--- src/rtl/operand_loader_pkg.sv ---
// Shared definitions for the operand loader: state encoding and default sizes.
// Optional feature macro used by this slice: DEBOUNCE_EN (enter-button debounce).
package Pkg_Global;

  // Default operand width, matching the attached operand registers
  localparam int DEFAULT_N = 4;

  // Default number of cycles to wait for a loaded response
  localparam int DEFAULT_TIMEOUT = 16;

  // Default number of consecutive high samples needed on enter
  localparam int DEFAULT_DEBOUNCE_CYCLES = 8;

  // Loader sequencing states
  typedef enum logic [2:0] {
    IDLE   = 3'd0,
    LOAD_A = 3'd1,
    WAIT_A = 3'd2,
    ARM_B  = 3'd3,
    LOAD_B = 3'd4,
    WAIT_B = 3'd5,
    READY  = 3'd6,
    ERROR  = 3'd7
  } state_t;

endpackage

--- src/rtl/operand_loader_button_edge.sv ---
// Push-button conditioning for the operand loader: optional debounce followed
// by a rising-edge detector. Debounce is compiled in only with DEBOUNCE_EN.
module button_edge
  import Pkg_Global::*;
#(
  parameter int DEBOUNCE_CYCLES = DEFAULT_DEBOUNCE_CYCLES
) (
  input  logic clk,
  input  logic rst,
  input  logic level,
  output logic rise
);

  logic level_clean;
  logic level_q;

`ifdef DEBOUNCE_EN
  localparam int DB_W = $clog2(DEBOUNCE_CYCLES + 1);

  logic [DB_W-1:0] db_count;
  logic            stable;

  // Count consecutive high samples; the cleaned level rises only once a full
  // run has been seen, and any low sample drops it and restarts the run
  always_ff @(posedge clk) begin
    if (rst) begin
      db_count <= '0;
      stable   <= 1'b0;
    end else if (!level) begin
      db_count <= '0;
      stable   <= 1'b0;
    end else begin
      if (db_count != DB_W'(DEBOUNCE_CYCLES)) begin
        db_count <= db_count + 1'b1;
      end
      stable <= (db_count >= DB_W'(DEBOUNCE_CYCLES - 1));
    end
  end

  assign level_clean = stable;
`else
  assign level_clean = level;
`endif

  // Remember the previous cleaned level so a held button yields one edge
  always_ff @(posedge clk) begin
    if (rst) begin
      level_q <= 1'b0;
    end else begin
      level_q <= level_clean;
    end
  end

  assign rise = level_clean & ~level_q;

endmodule

--- src/rtl/operand_loader.sv ---
// Operand loader: captures two operands from switches on successive enter
// presses, strobes them into the A and B registers and waits for each
// register to acknowledge, flagging a timeout if an acknowledge never comes.
// Optional feature macro: DEBOUNCE_EN (debounce on the enter button).
module operand_loader
  import Pkg_Global::*;
#(
  parameter int N               = DEFAULT_N,
  parameter int TIMEOUT         = DEFAULT_TIMEOUT,
  parameter int DEBOUNCE_CYCLES = DEFAULT_DEBOUNCE_CYCLES
) (
  input  logic         clk,
  input  logic         rst,
  input  logic         enter,
  input  logic         clear,
  input  logic [N-1:0] in,
  input  logic         loaded_a,
  input  logic         loaded_b,
  output logic         load_a,
  output logic         load_b,
  output logic [N-1:0] operand_bus,
  output logic         ready,
  output logic         error,
  output logic         busy
);

  localparam int              CNT_W    = $clog2(TIMEOUT + 1);
  localparam logic [CNT_W-1:0] CNT_LAST = CNT_W'(TIMEOUT - 1);
  localparam logic [CNT_W-1:0] CNT_MAX  = CNT_W'(TIMEOUT);

  state_t           state;
  logic [CNT_W-1:0] wait_count;
  logic             enter_edge;

  button_edge #(
    .DEBOUNCE_CYCLES(DEBOUNCE_CYCLES)
  ) u_button_edge (
    .clk  (clk),
    .rst  (rst),
    .level(enter),
    .rise (enter_edge)
  );

  // Sequencer: every output is registered alongside the state it belongs to,
  // strobes default low so they last exactly one cycle, and the wait counter
  // defaults to zero so it restarts on every state entry
  always_ff @(posedge clk) begin
    if (rst) begin
      state       <= IDLE;
      load_a      <= 1'b0;
      load_b      <= 1'b0;
      operand_bus <= '0;
      ready       <= 1'b0;
      error       <= 1'b0;
      busy        <= 1'b0;
      wait_count  <= '0;
    end else begin
      load_a     <= 1'b0;
      load_b     <= 1'b0;
      wait_count <= '0;
      if (clear) begin
        state <= IDLE;
        ready <= 1'b0;
        error <= 1'b0;
        busy  <= 1'b0;
      end else begin
        case (state)
          IDLE: begin
            if (enter_edge) begin
              state       <= LOAD_A;
              operand_bus <= in;
              load_a      <= 1'b1;
              busy        <= 1'b1;
            end
          end
          LOAD_A: begin
            state <= WAIT_A;
          end
          WAIT_A: begin
            if (loaded_a) begin
              state <= ARM_B;
              busy  <= 1'b0;
            end else if (wait_count == CNT_LAST) begin
              state <= ERROR;
              busy  <= 1'b0;
              error <= 1'b1;
            end else begin
              wait_count <= (wait_count == CNT_MAX) ? wait_count : wait_count + 1'b1;
            end
          end
          ARM_B: begin
            if (enter_edge) begin
              state       <= LOAD_B;
              operand_bus <= in;
              load_b      <= 1'b1;
              busy        <= 1'b1;
            end
          end
          LOAD_B: begin
            state <= WAIT_B;
          end
          WAIT_B: begin
            if (loaded_b) begin
              state <= READY;
              busy  <= 1'b0;
              ready <= 1'b1;
            end else if (wait_count == CNT_LAST) begin
              state <= ERROR;
              busy  <= 1'b0;
              error <= 1'b1;
            end else begin
              wait_count <= (wait_count == CNT_MAX) ? wait_count : wait_count + 1'b1;
            end
          end
          READY: begin
            state <= READY;
          end
          ERROR: begin
            state <= ERROR;
          end
          default: begin
            state <= IDLE;
            ready <= 1'b0;
            error <= 1'b0;
            busy  <= 1'b0;
          end
        endcase
      end
    end
  end

endmodule
--- config.mk ---
export PLATFORM = sky130hd
export DESIGN_NAME = operand_loader
export DESIGN_NICKNAME = d
export VERILOG_FILES = /design/src/rtl/operand_loader_pkg.sv /design/src/rtl/operand_loader_button_edge.sv /design/src/rtl/operand_loader.sv
export SDC_FILE = /design/constraint.sdc
export NUM_CORES = 1
export LEC_CHECK = 0
export ABC_CLOCK_PERIOD_IN_PS = 1750
export BUFFER_PORTS_ARGS = -buffer_cell sky130_fd_sc_hd__clkbuf_2
export CAP_MARGIN = 0
export CORE_MARGIN = 8
export CORE_UTILIZATION = 47
export DETAILED_ROUTE_END_ITERATION = 12
export HOLD_SLACK_MARGIN = 0.02
export PLACE_DENSITY = 0.73
export SLEW_MARGIN = 20
export SYNTH_ARGS = -nofsm -noshare
export SYNTH_HDL_FRONTEND = slang
export SYNTH_HIERARCHICAL = 1
export SYNTH_SLANG_ARGS = --single-unit
--- constraint.sdc ---
create_clock -name clk -period 1.75 [get_ports clk]
set_input_delay 0.175 -clock clk [delete_from_list [all_inputs] [get_ports clk]]
set_output_delay 0.175 -clock clk [all_outputs]
set_load 0.02 [all_outputs]
### Word-level counts from Yosys, hierarchy flattened

Cells that the tools add are included.

| word-level totals | value |
|---|---|
| flip-flop bits (word level) | 18 |
| bits of input ports | 10 |
| output and inout bits | 9 |
| word-level logic and storage cells | 62 |

| operators by class | value |
|---|---|
| reductions and logical operators | 12 |
| equal/unequal tests | 14 |
| bitwise logic cells | 5 |
| $add $sub $neg | 1 |
| multiplexer cells | 21 |

Operator list:

| cell | number |
|---|---|
| case mux 3 bit (8 select lines) | 1 |
| two-way mux 5 bit | 4 |
| two-way mux 3 bit | 5 |
| == test 3 bit (second input constant) | 4 |
| case mux 5 bit (2 select lines) | 1 |
| two-way mux 1 bit | 8 |
| != test 2 bit (second input constant) | 4 |
| == test 3 x 2 -> 1 bit (second input constant) | 2 |
| AND reduction 2 bit | 3 |
| AND reduction 3 bit | 2 |
| OR reduction 3 bit | 2 |
| adder 5 x 1 -> 5 bit (second input constant) | 1 |
| == test 5 x 4 -> 1 bit (second input constant) | 1 |
| == test 5 bit (second input constant) | 1 |
| NOT 1 bit | 4 |
| OR reduction 2 bit | 2 |
| == test 3 x 1 -> 1 bit (second input constant) | 1 |
| logical NOT 3 bit | 1 |
| case mux 1 bit (3 select lines) | 1 |
| nonzero test 3 bit | 1 |
| != test 2 x 1 -> 1 bit (second input constant) | 1 |
| case mux 1 bit (2 select lines) | 1 |
| nonzero test 2 bit | 1 |
| AND 1 bit | 1 |

### Depth between registers and ports, before layout

Gate-level depths: netlist (run 1).

| logic depth | value |
|---|---|
| depth after elaboration | 5 |
| gate-level depth with buffers | 6 |

### By module

Netlist (run 1), hierarchy kept.

Modules (own cells, without submodules):

| module | cells each | area an instance (um2) | instances |
|---|---|---|---|
| operand_loader | 92 | 855.8 | 1 |
| button_edge | 3 | 47.5 | 1 |

### Worst setup path after synthesis (run 1)

OpenSTA, ideal clock, no wires.

| timing path | value |
|---|---|
| kind | register -> register |
| start | reg wait_count[0] |
| end | reg wait_count[2] |
| stages on the path, launching flop included | 6 |
| data arrival time | 1552 ps |
| slack | 106 ps |
| path through | dfxtp_1 > ha_1 > and3_1 > ha_1 > or3_1 > nor4_1 |

| on the way | value |
|---|---|
| longest elaborated chain between the ends | 5 |
| elaborated cells between the ends (all ways) | 8 |
| those cells by class | add/sub (1); eq/ne (2); mux (5) |

Ends and longest elaborated chain:

| item | RTL line | text |
|---|---|---|
| start: declaration | operand_loader.sv:32 | `logic [CNT_W-1:0] wait_count;` |
| start signal: assignment | operand_loader.sv:88 | `wait_count <= (wait_count == CNT_MAX) ? wait_count : wait_count + 1'b1;` |
| start signal: assignment | operand_loader.sv:112 | `wait_count <= (wait_count == CNT_MAX) ? wait_count : wait_count + 1'b1;` |
| adder 5 x 1 -> 5 bit or == test 5 bit (tied branches) | operand_loader.sv:88, operand_loader.sv:112 |  |
| two-way mux 5 bit | operand_loader.sv:88, operand_loader.sv:112 |  |
| two-way mux 5 bit * | operand_loader.sv:83, operand_loader.sv:107 |  |
| two-way mux 5 bit, on equally long branches | operand_loader.sv:103, operand_loader.sv:80 |  |
| case mux 5 bit (2 select lines) * | operand_loader.sv:67 | `case (state)` |

Mark *: on every way between the ends. The rest lies on a longest branch, timed or not.
A chain may end at the register's enable or synchronous reset.

### Worst setup path in the final report (run 1)

Ends and elaborated chain as after synthesis.

==> impl_metrics.env, run 1 <==
export IMPL_outcome="finished clean"
export IMPL_grt_pass1_wl_um=3170
export IMPL_powerDensity_nw_per_um2=721
export IMPL_seq_area_frac_synth=0.399
export IMPL_wl_met3_um=149
export IMPL_io_buffers=18
export IMPL_cts_htree_levels=1
export IMPL_synth_area_sq_um=903
export IMPL_max_stage_delay_ns=0.41
export IMPL_fin_crit_sh=0.954
export IMPL_synth_xor_area_frac=0.0388
export IMPL_drtPass1Iterations=4
export IMPL_dp_hpwl_um=1420
export IMPL_place_area_sq_um=1010
export IMPL_ys_warn_count=6
export IMPL_drv_cap=0
export IMPL_drive_gt1_frac=0.333
export IMPL_min_path_type="in -> reg"
export IMPL_worst_path_buf_inv=0
export IMPL_avgSynthCellArea_sq_um=9.51
export IMPL_yosys_area_top_type="dfxtp_1"
export IMPL_clock_skew_final_ns=0.00225
export IMPL_fin_ws_ns=0.0809
export IMPL_path_clk_slew_ns=0.10
export IMPL_cp_max_fo=4
export IMPL_ys_flop_type="dfxtp_1"
export IMPL_initial_core_util=0.480
export IMPL_cpLargestDelayFamily="simple AND/OR/NAND/NOR gates"
export IMPL_cp_slowest_cell="or3_4"
export IMPL_drc=0
export IMPL_seq_area_sq_um=362
export IMPL_drv_slew=0
export IMPL_via_per_inst=5.29
export IMPL_synth_compound_area_frac=0.112
export IMPL_n_antenna_cell=0
export IMPL_cts_tree="built"
export IMPL_peakVddDrop_uv=390
export IMPL_synth_top_family_by_area="simple AND/OR/NAND/NOR gates"
export IMPL_postRouteAntennaNets=0
export IMPL_post_drt_wl_per_cell_um=13.6
export IMPL_clock_path_buffers=2
export IMPL_clockRootBuffer="clkbuf_4"
export IMPL_worst_slew_pin_slew_ns=0.482
export IMPL_setup_tns_final_ns=0
export IMPL_hold_violations=0
export IMPL_cp_required_ns=1.97
export IMPL_cp_data_arrival_time_ns=1.89
export IMPL_cts_resized=0
export IMPL_synth_simple_area_share=0.313
export IMPL_antenna_found_initial=0
export IMPL_ys_ff_latch=18
export IMPL_grt_pass1_vias=744
export IMPL_wirelength_um=1920
export IMPL_cts_hold_fix_buffers=0
export IMPL_rsz0062_at_grt="false"
export IMPL_wl_met1_um=841
export IMPL_start_kind="register"
export IMPL_die_x_um=59.8
export IMPL_ys_async_sr_fraction=0
export IMPL_relSlewSlack=0.677
export IMPL_synth_edf_count=0
export IMPL_synth_area_top_cells="dfxtp_1 (40%), nand2b_1 (7.6%), mux2i_1 (4.4%), ha_1 (4.2%), nor2b_4 (3.0%)"
export IMPL_fp_row_count=16
export IMPL_stdcell_count=141
export IMPL_yosys_area_top_type_share=0.399
export IMPL_topRoutingLayerUsed="met4"
export IMPL_drtIter0Drc=21
export IMPL_area_growth_pct=18.8
export IMPL_path_class="reg -> reg"
export IMPL_fmax_mhz=599
export IMPL_grt_overflow_total=0
export IMPL_dieArea_sq_um=3580
export IMPL_place_inst=137
export IMPL_routed_via_count=746
export IMPL_io_pins=19
export IMPL_grt_usage=0.117
export IMPL_synthCells=95
export IMPL_dp_slack_ns=0.0132
export IMPL_yosysUniqueCellTypes=36
export IMPL_netlist_top_cells_count="dfxtp_1 (18), nand2b_1 (11), nor2_1 (7)"
export IMPL_die_h_um=59.8
export IMPL_gp_congestion=0.823
export IMPL_cts_setup_buffers=0
export IMPL_synth_most_common_cell="dfxtp_1"
export IMPL_power_leakage_uw=0.000409
export IMPL_synth_nets=108
export IMPL_crit_chain="ha_2, and3_1, ha_1, or3_4, nor4_4"
export IMPL_hold_slack_ns=0.108
export IMPL_fin_nets=128
export IMPL_clk_latency_ns=0.30
export IMPL_period_needed_ns=1.67
export IMPL_design_area_sq_um=1070
export IMPL_clock_sinks=18
export IMPL_synth_fa_ha_area_frac=0.0416
export IMPL_multi_input_area_sq_um=526
export IMPL_wl_met2_um=898
export IMPL_synth_mux_area_frac=0.0443
export IMPL_endpoint_kind="register"
export IMPL_grt_max_degree=13
export IMPL_core_area_sq_um=1880
export IMPL_cts_made_buffers=3
export IMPL_fill_cells=190
export IMPL_setup_viol=0
## cell families (layout without fill, tap and decap cells)
family	after synthesis	in the layout
AOI/OAI and AO/OA	13	13
xor gates and xnor gates	4	4
adders and majority gates	3	3
buffers and inverters	9	28
DFF	18	18
muxes	4	4
and+or+nand+nor	44	44
## metrics by stage
stage,util,total power (uW)
after floorplan,-,493
after global placement,0.535,518
after detailed placement,0.535,522
after CTS,0.555,776
after global routing,0.570,804
final,0.570,774
## final cells by class
| cell class | count | share of cell area |
|---|---|---|
| Inverter | 5 | 0.0175 |
| Multi-Input combinational cell | 68 | 0.490 |
| Sequential cell | 18 | 0.337 |
| Clock buffer | 4 | 0.0338 |
| Tap cell | 27 | 0.0315 |
| Timing Repair Buffer | 19 | 0.0909 |
## final timing paths
path / cells after the start / end / slack (ns) / from
min reg2reg: 2 / error$_SDFFE_PP0P_ / 0.47 / error$_SDFFE_PP0P_
min: 3 / operand_bus[0]$_SDFFE_PP0P_ / 0.11 / in[0]
max reg2reg: 5 / wait_count[2]$_SDFF_PP0_ / 0.08 / wait_count[0]$_SDFF_PP0_
max: 5 / wait_count[2]$_SDFF_PP0_ / 0.08 / wait_count[0]$_SDFF_PP0_
## placed cells by master (no fill, tap or decap), types with 2 or more instances in the layout
cell      netlist  final
nor3_1          4      4
dfxtp_1        18     17
inv_1           5      5
mux2i_1         4      4
nor2b_4         2      2
nand2b_1       11     11
xor2_1          2      2
clkbuf_2        0     18
nor2_1          7      7
a21oi_1         3      3
clkbuf_4        0      3
ha_1            3      2
nand3_1         2      2
a31oi_1         2      2
o21ai_0         3      3
nand2_1         5      5
xnor2_1         2      2
## state kept, by name, indices dropped and copies added, names as in the netlist
register and count:
wait_count 5, operand_bus 4, state 3, busy 1
error 1, load_a 1, load_b 1, ready 1
u_button_edge/level_q 1
## worst reg2reg max path: cells and delay by family (launching register included)
family	cells	cell delay [ns]
and+or+nand+nor	3	0.85
adders and majority gates	2	0.39
DFF	1	0.34
## layer usage
metal,up-vias,global-route usage
li1,359,-
met1,351,0.142
met2,30,0.182
met3,6,0.0387
met4,0,0.0510
met5,-,0
## report_power, final
group | switching [uW] | internal (uW)
Clock | 133 | 127
Combinational | 46.2 | 38.7
Sequential | 10.1 | 419
No activity file was read; power rests on OpenSTA's default activity.
==> inputs of run 2 (changes only) <==
--- a/config.mk
+++ b/config.mk
@@ -6,7 +6,7 @@
 export NUM_CORES = 1
 export LEC_CHECK = 0
 export ABC_CLOCK_PERIOD_IN_PS = 1750
-export BUFFER_PORTS_ARGS = -buffer_cell sky130_fd_sc_hd__clkbuf_2
+export BUFFER_PORTS_ARGS = -buffer_cell sky130_fd_sc_hd__buf_4
 export CAP_MARGIN = 0
 export CORE_MARGIN = 8
 export CORE_UTILIZATION = 47
==> constraint.sdc (replaced) <==
create_clock -name clk -period 1.75 [get_ports clk]
set_input_delay 0.175 -clock clk [delete_from_list [all_inputs] [get_ports clk]]
set_output_delay 0.175 -clock clk [all_outputs]
set_load 0.1 [all_outputs]
==> run 2 against run 1 <==
Net effect:
- design area increased by 4.2%
- sequential share of layout area decreased by 1.4 points
- non-clock buffer count unchanged
- via count decreased by 1.1%
- critical path depth unchanged
- clock power about the same
- count of clock-buffer cells in the layout unchanged
- first-iteration DRC count decreased by 33%
- worst hold slack got worse by 0.0073 ns
- critical path type unchanged
- cell count unchanged
- sequential cell count unchanged
==> impl_metrics.env, run 2 (same netlist as run 1, synthesis figures left out) <==
export IMPL_outcome="finished clean"
export IMPL_start_kind="register"
export IMPL_setup_viol=0
export IMPL_worst_path_buf_inv=0
export IMPL_cpLargestDelayFamily="simple AND/OR/NAND/NOR gates"
export IMPL_worst_slew_pin_slew_ns=0.479
export IMPL_area_growth_pct=23.8
export IMPL_clock_skew_final_ns=0.00159
export IMPL_p_seq_frac=0.522
export IMPL_dp_hpwl_um=1350
export IMPL_drc=0
export IMPL_cp_required_ns=1.96
export IMPL_cp_max_fo=4
export IMPL_peakVddDrop_uv=505
export IMPL_final_util=0.594
export IMPL_io_pins=19
export IMPL_fmax_mhz=590
export IMPL_cp_data_arrival_time_ns=1.91
export IMPL_final_common_cell="buf_4"
export IMPL_drv_slew=0
export IMPL_drtIter0Drc=14
export IMPL_p_int_uw=594
export IMPL_grt_overflow_total=0
export IMPL_cts_setup_buffers=0
export IMPL_antenna_found_initial=0
export IMPL_grt_usage=0.109
export IMPL_startpoint="wait_count[0]$_SDFF_PP0_"
export IMPL_drive_gt1_frac=0.333
export IMPL_via_per_inst=5.23
export IMPL_grt_pass1_wl_um=2970
export IMPL_drv_cap=0
export IMPL_final_cell_mix="buf_4 (19), dfxtp_1 (17), nand2b_1 (11)"
export IMPL_clock_sinks=18
export IMPL_wirelength_um=1810
export IMPL_path_clk_slew_ns=0.11
export IMPL_regToRegStartpoint="wait_count[0]$_SDFF_PP0_"
export IMPL_core_area_sq_um=1880
export IMPL_fp_row_count=16
export IMPL_wl_met3_um=138
export IMPL_die_x_um=59.8
export IMPL_dieArea_sq_um=3580
export IMPL_wl_met1_um=792
export IMPL_largest_register="wait_count"
export IMPL_min_path_type="in -> reg"
export IMPL_cts_tree="built"
export IMPL_clock_path_buffers=2
export IMPL_hold_slack_ns=0.101
export IMPL_largest_register_ffs=5
export IMPL_hp_start="enter"
export IMPL_power_leakage_uw=0.000424
export IMPL_place_inst=137
export IMPL_topRoutingLayerUsed="met4"
export IMPL_gp_congestion=0.789
export IMPL_drtPass1Iterations=4
export IMPL_clk_latency_ns=0.29
export IMPL_cts_htree_levels=1
export IMPL_initial_core_util=0.480
export IMPL_period_needed_ns=1.70
export IMPL_fin_nets=128
export IMPL_die_h_um=59.8
export IMPL_fin_crit_sh=0.969
export IMPL_max_stage_delay_ns=0.40
export IMPL_clkPwrFrac=0.317
export IMPL_top_regs="wait_count (5), operand_bus (4), state (3)"
export IMPL_wl_met2_um=849
export IMPL_p_switching_uw=228
export IMPL_routed_via_count=738
export IMPL_cp_slowest_cell="or3_4"
export IMPL_grt_max_degree=13
export IMPL_sw_frac_of_total=0.277
export IMPL_endpoint_kind="register"
export IMPL_io_buffers=18
export IMPL_cts_made_buffers=3
export IMPL_path_class="reg -> reg"
export IMPL_powerDensity_nw_per_um2=735
export IMPL_post_drt_wl_per_cell_um=12.8
export IMPL_dp_slack_ns=0.0242
export IMPL_fin_ws_ns=0.0544
export IMPL_grt_pass1_vias=698
export IMPL_n_antenna_cell=0
export IMPL_pwr_share_comb=0.161
export IMPL_relSlewSlack=0.679
export IMPL_crit_chain="ha_1, and3_1, ha_2, or3_4, nor4_2"
export IMPL_hold_violations=0
export IMPL_stdcell_count=141
export IMPL_clockRootBuffer="clkbuf_4"
export IMPL_postRouteAntennaNets=0
==> run 2: worst reg2reg max path, stage by stage, from the launching register on <==
cell     delay [ns]
dfxtp_2        0.34
ha_1           0.22
and3_1         0.19
ha_2           0.19
or3_4          0.40
nor4_2         0.27
==> run 2: metrics by stage <==
| step | area, sq um | TNS, ns | power, uW |
|---|---|---|---|
| after floorplan | 903 | 0 | 532 |
| after global placement | 1050 | 0 | 568 |
| after detailed placement | 1050 | 0 | 570 |
| after CTS | 1090 | 0 | 828 |
| after global routing | 1120 | -0.00573 | 854 |
| final | 1120 | 0 | 822 |
==> run 2: power by group through the flow <==
stage	combinational, uW	sequential [uW]	clock [uW]
floorplan	51.2	481	0
global placement	130	438	0
detailed placement	131	439	0
CTS	132	429	266
global route	141	431	282
finish	132	429	260
==> run 2: area by class of cell <==
class / instances / area [sq um]
fill: 180 / 763
multi-input combinational: 68 / 526
sequential: 18 / 362
timing repair buffer: 19 / 143
clock buffer: 4 / 36.3
tap: 27 / 33.8
inverter: 5 / 18.8
==> run 2: final timing paths <==
path                                      endpoint  slack [ns]  cells after the start
setup / recovery          wait_count[2]$_SDFF_PP0_        0.05                      5
hold / removal    u_button_edge/level_q$_SDFF_PP0_        0.10                      2
setup reg to reg          wait_count[2]$_SDFF_PP0_        0.05                      5
hold reg to reg                 error$_SDFFE_PP0P_        0.46                      2
==> run 2: timing repair <==
| action | 4_1_cts | 5_1_grt |
|---|---|---|
| endpoints found under the setup margin | 1 | 3 |
| pin swaps | 1 | 1 |
| resized for setup | 1 | 5 |
| hold buffers | 0 | 0 |
==> run 2: per-layer routing <==
layer	GRT usage	vias to the layer above
met5	0	-
met4	0.0408	0
met2	0.168	24
met1	0.128	344
met3	0.0495	4
li1	-	366
==> inputs of run 3 (changes only) <==
--- a/config.mk
+++ b/config.mk
@@ -5,14 +5,15 @@
 export SDC_FILE = /design/constraint.sdc
 export NUM_CORES = 1
 export LEC_CHECK = 0
-export ABC_CLOCK_PERIOD_IN_PS = 1750
+export ABC_CLOCK_PERIOD_IN_PS = 1650
 export BUFFER_PORTS_ARGS = -buffer_cell sky130_fd_sc_hd__buf_4
 export CAP_MARGIN = 0
 export CORE_MARGIN = 8
-export CORE_UTILIZATION = 47
+export CORE_UTILIZATION = 50
 export DETAILED_ROUTE_END_ITERATION = 12
 export HOLD_SLACK_MARGIN = 0.02
-export PLACE_DENSITY = 0.73
+export PLACE_DENSITY = 0.74
+export REMOVE_ABC_BUFFERS = 1
 export SLEW_MARGIN = 20
 export SYNTH_ARGS = -nofsm -noshare
 export SYNTH_HDL_FRONTEND = slang
==> constraint.sdc (replaced) <==
create_clock -name clk -period 1.65 [get_ports clk]
set_input_delay 0.165 -clock clk [delete_from_list [all_inputs] [get_ports clk]]
set_output_delay 0.165 -clock clk [all_outputs]
set_load 0.1 [all_outputs]
==> run 3 against run 2 <==
Net effect:
- sequential cell count did not move
- clock skew up 0.011 ns
- highest routed layer unchanged
- first-iteration DRC count shrank 43%
- non-clock buffer count is 3 higher
- register-to-register slack hardly changed
- worst hold slack worse by 0.018 ns
==> impl_metrics.env, run 3 (same netlist as run 1, synthesis figures left out) <==
export IMPL_dp_hpwl_um=1340
export IMPL_endpoint_kind="register"
export IMPL_stdcell_count=142
export IMPL_setup_tns_final_ns=0
export IMPL_cts_setup_buffers=0
export IMPL_place_inst=138
export IMPL_outcome="finished clean"
export IMPL_ff2ff_setup_slack_ns=0.05
export IMPL_grt_pass1_wl_um=3160
export IMPL_area_growth_pct=25.2
export IMPL_fp_row_count=15
export IMPL_path_class="reg -> reg"
export IMPL_drc=0
export IMPL_period_needed_ns=1.60
export IMPL_io_buffers=18
export IMPL_holdPathStages=2
export IMPL_n_antenna_cell=0
export IMPL_cts_htree_levels=1
export IMPL_cts_made_buffers=3
export IMPL_via_per_inst=4.98
export IMPL_drtIter0Drc=8
export IMPL_path_clk_slew_ns=0.11
export IMPL_grt_max_degree=13
export IMPL_largest_register="wait_count"
export IMPL_drv_cap=0
export IMPL_powerDensity_nw_per_um2=772
export IMPL_hold_slack_ns=0.0828
export IMPL_postRouteAntennaNets=0
export IMPL_hp_start="enter"
export IMPL_power_leakage_uw=0.000441
export IMPL_relSlewSlack=0.677
export IMPL_setup_viol=0
export IMPL_clk_latency_ns=0.30
export IMPL_drv_slew=0
export IMPL_fin_ws_ns=0.0463
export IMPL_min_path_type="in -> reg"
export IMPL_top_regs="wait_count (5), operand_bus (4), state (3)"
export IMPL_start_kind="register"
export IMPL_final_common_cell="buf_4"
export IMPL_hold_violations=0
export IMPL_clock_skew_final_ns=0.0122
export IMPL_fill_cells=144
export IMPL_final_cell_mix="buf_4 (22), dfxtp_1 (16), nand2b_1 (11)"
export IMPL_regToRegStartpoint="wait_count[0]$_SDFF_PP0_"
export IMPL_design_area_sq_um=1130
export IMPL_fmax_mhz=624
export IMPL_initial_core_util=0.529
export IMPL_cts_tree="built"
export IMPL_reg2reg_depth=5
export IMPL_post_drt_wl_per_cell_um=12.6
export IMPL_wirelength_um=1790
export IMPL_die_h_um=58.5
export IMPL_clock_sinks=18
export IMPL_die_x_um=58.5
export IMPL_worst_slew_pin_slew_ns=0.483
export IMPL_io_pins=19
export IMPL_cp_max_fo=4
export IMPL_antenna_found_initial=0
export IMPL_clockRootBuffer="clkbuf_4"
export IMPL_r2r_end="wait_count[2]$_SDFF_PP0_"
export IMPL_grt_pass1_vias=737
export IMPL_cp_required_ns=1.86
export IMPL_largest_register_ffs=5
export IMPL_place_area_sq_um=1070
export IMPL_clock_path_buffers=2
export IMPL_hold_path_end="u_button_edge/level_q$_SDFF_PP0_"
export IMPL_cts_hold_fix_buffers=0
export IMPL_fin_nets=131
export IMPL_grt_overflow_total=0
export IMPL_dieArea_sq_um=3420
export IMPL_drive_gt1_frac=0.359
export IMPL_drtPass1Iterations=4
export IMPL_cp_data_arrival_time_ns=1.82
export IMPL_grt_usage=0.117
export IMPL_dp_slack_ns=-0.0590
export IMPL_fin_crit_sh=0.972
export IMPL_routed_via_count=707
export IMPL_gp_congestion=0.761
export IMPL_peakVddDrop_uv=463
export IMPL_core_area_sq_um=1710
run 3: cell count changes in the layout (fill, tap and decap cells not counted):
| cell | before | now |
|---|---|---|
| nor4_4 | 1 | 0 |
| dfxtp_1 | 17 | 16 |
| nor4_2 | 1 | 2 |
| buf_4 | 19 | 22 |
| dfxtp_2 | 1 | 2 |
run 3: what timing repair did:
action	4_1_cts	5_1_grt
resized for setup	3	3
endpoints found under the setup margin	3	5
pin swaps	1	1
hold endpoints to repair	0	0
run 3: worst max path at each step:
stage | endpoint | cells past startpoint | slack [ns] | start
global route | wait_count[0]$_SDFF_PP0_ | 5 | -0.008 | wait_count[0]$_SDFF_PP0_
finish | wait_count[2]$_SDFF_PP0_ | 5 | 0.05 | wait_count[0]$_SDFF_PP0_
detailed placement | wait_count[3]$_SDFF_PP0_ | 5 | -0.06 | wait_count[0]$_SDFF_PP0_
floorplan | wait_count[2]$_SDFF_PP0_ | 5 | 0.006 | wait_count[0]$_SDFF_PP0_
CTS | wait_count[3]$_SDFF_PP0_ | 5 | 0.006 | wait_count[0]$_SDFF_PP0_
global placement | wait_count[2]$_SDFF_PP0_ | 5 | 0.03 | wait_count[0]$_SDFF_PP0_
run 3: report_power, final:
part           internal, uW  switching [uW]
clock                   134             141
sequential              445            9.03
combinational          52.7            91.3
total                   632             241
run 3: cell type report:
type / instances / area, sq um / share of cell area
multi-input combinational: 68 / 517 / 0.457
timing repair buffer: 22 / 165 / 0.146
clock buffer: 4 / 36.3 / 0.0321
sequential: 18 / 363 / 0.321
tap: 25 / 31.3 / 0.0277
inverter: 5 / 18.8 / 0.0166
run 3: through the flow:
stage	utilization	total power, uW
2_1_floorplan	-	560
3_3_place_gp	0.628	604
3_5_place_dp	0.628	605
4_1_cts	0.659	876
5_1_grt	0.662	908
6_report	0.662	873
run 3: metal layers:
| layer | up-vias | track usage | part of all wire |
|---|---|---|---|
| met3 | 4 | 0.0435 | 0.072 |
| met1 | 317 | 0.140 | 0.48 |
| met4 | 0 | 0.0629 | 0.012 |
| met2 | 18 | 0.178 | 0.43 |
| li1 | 368 | - | - |
| met5 | - | 0 | 0 |
run 3: critical path, stage by stage, from the launching register on:
cell     delay [ns]
dfxtp_2        0.33
ha_1           0.20
and3_1         0.18
ha_2           0.18
or3_4          0.40
nor4_2         0.23
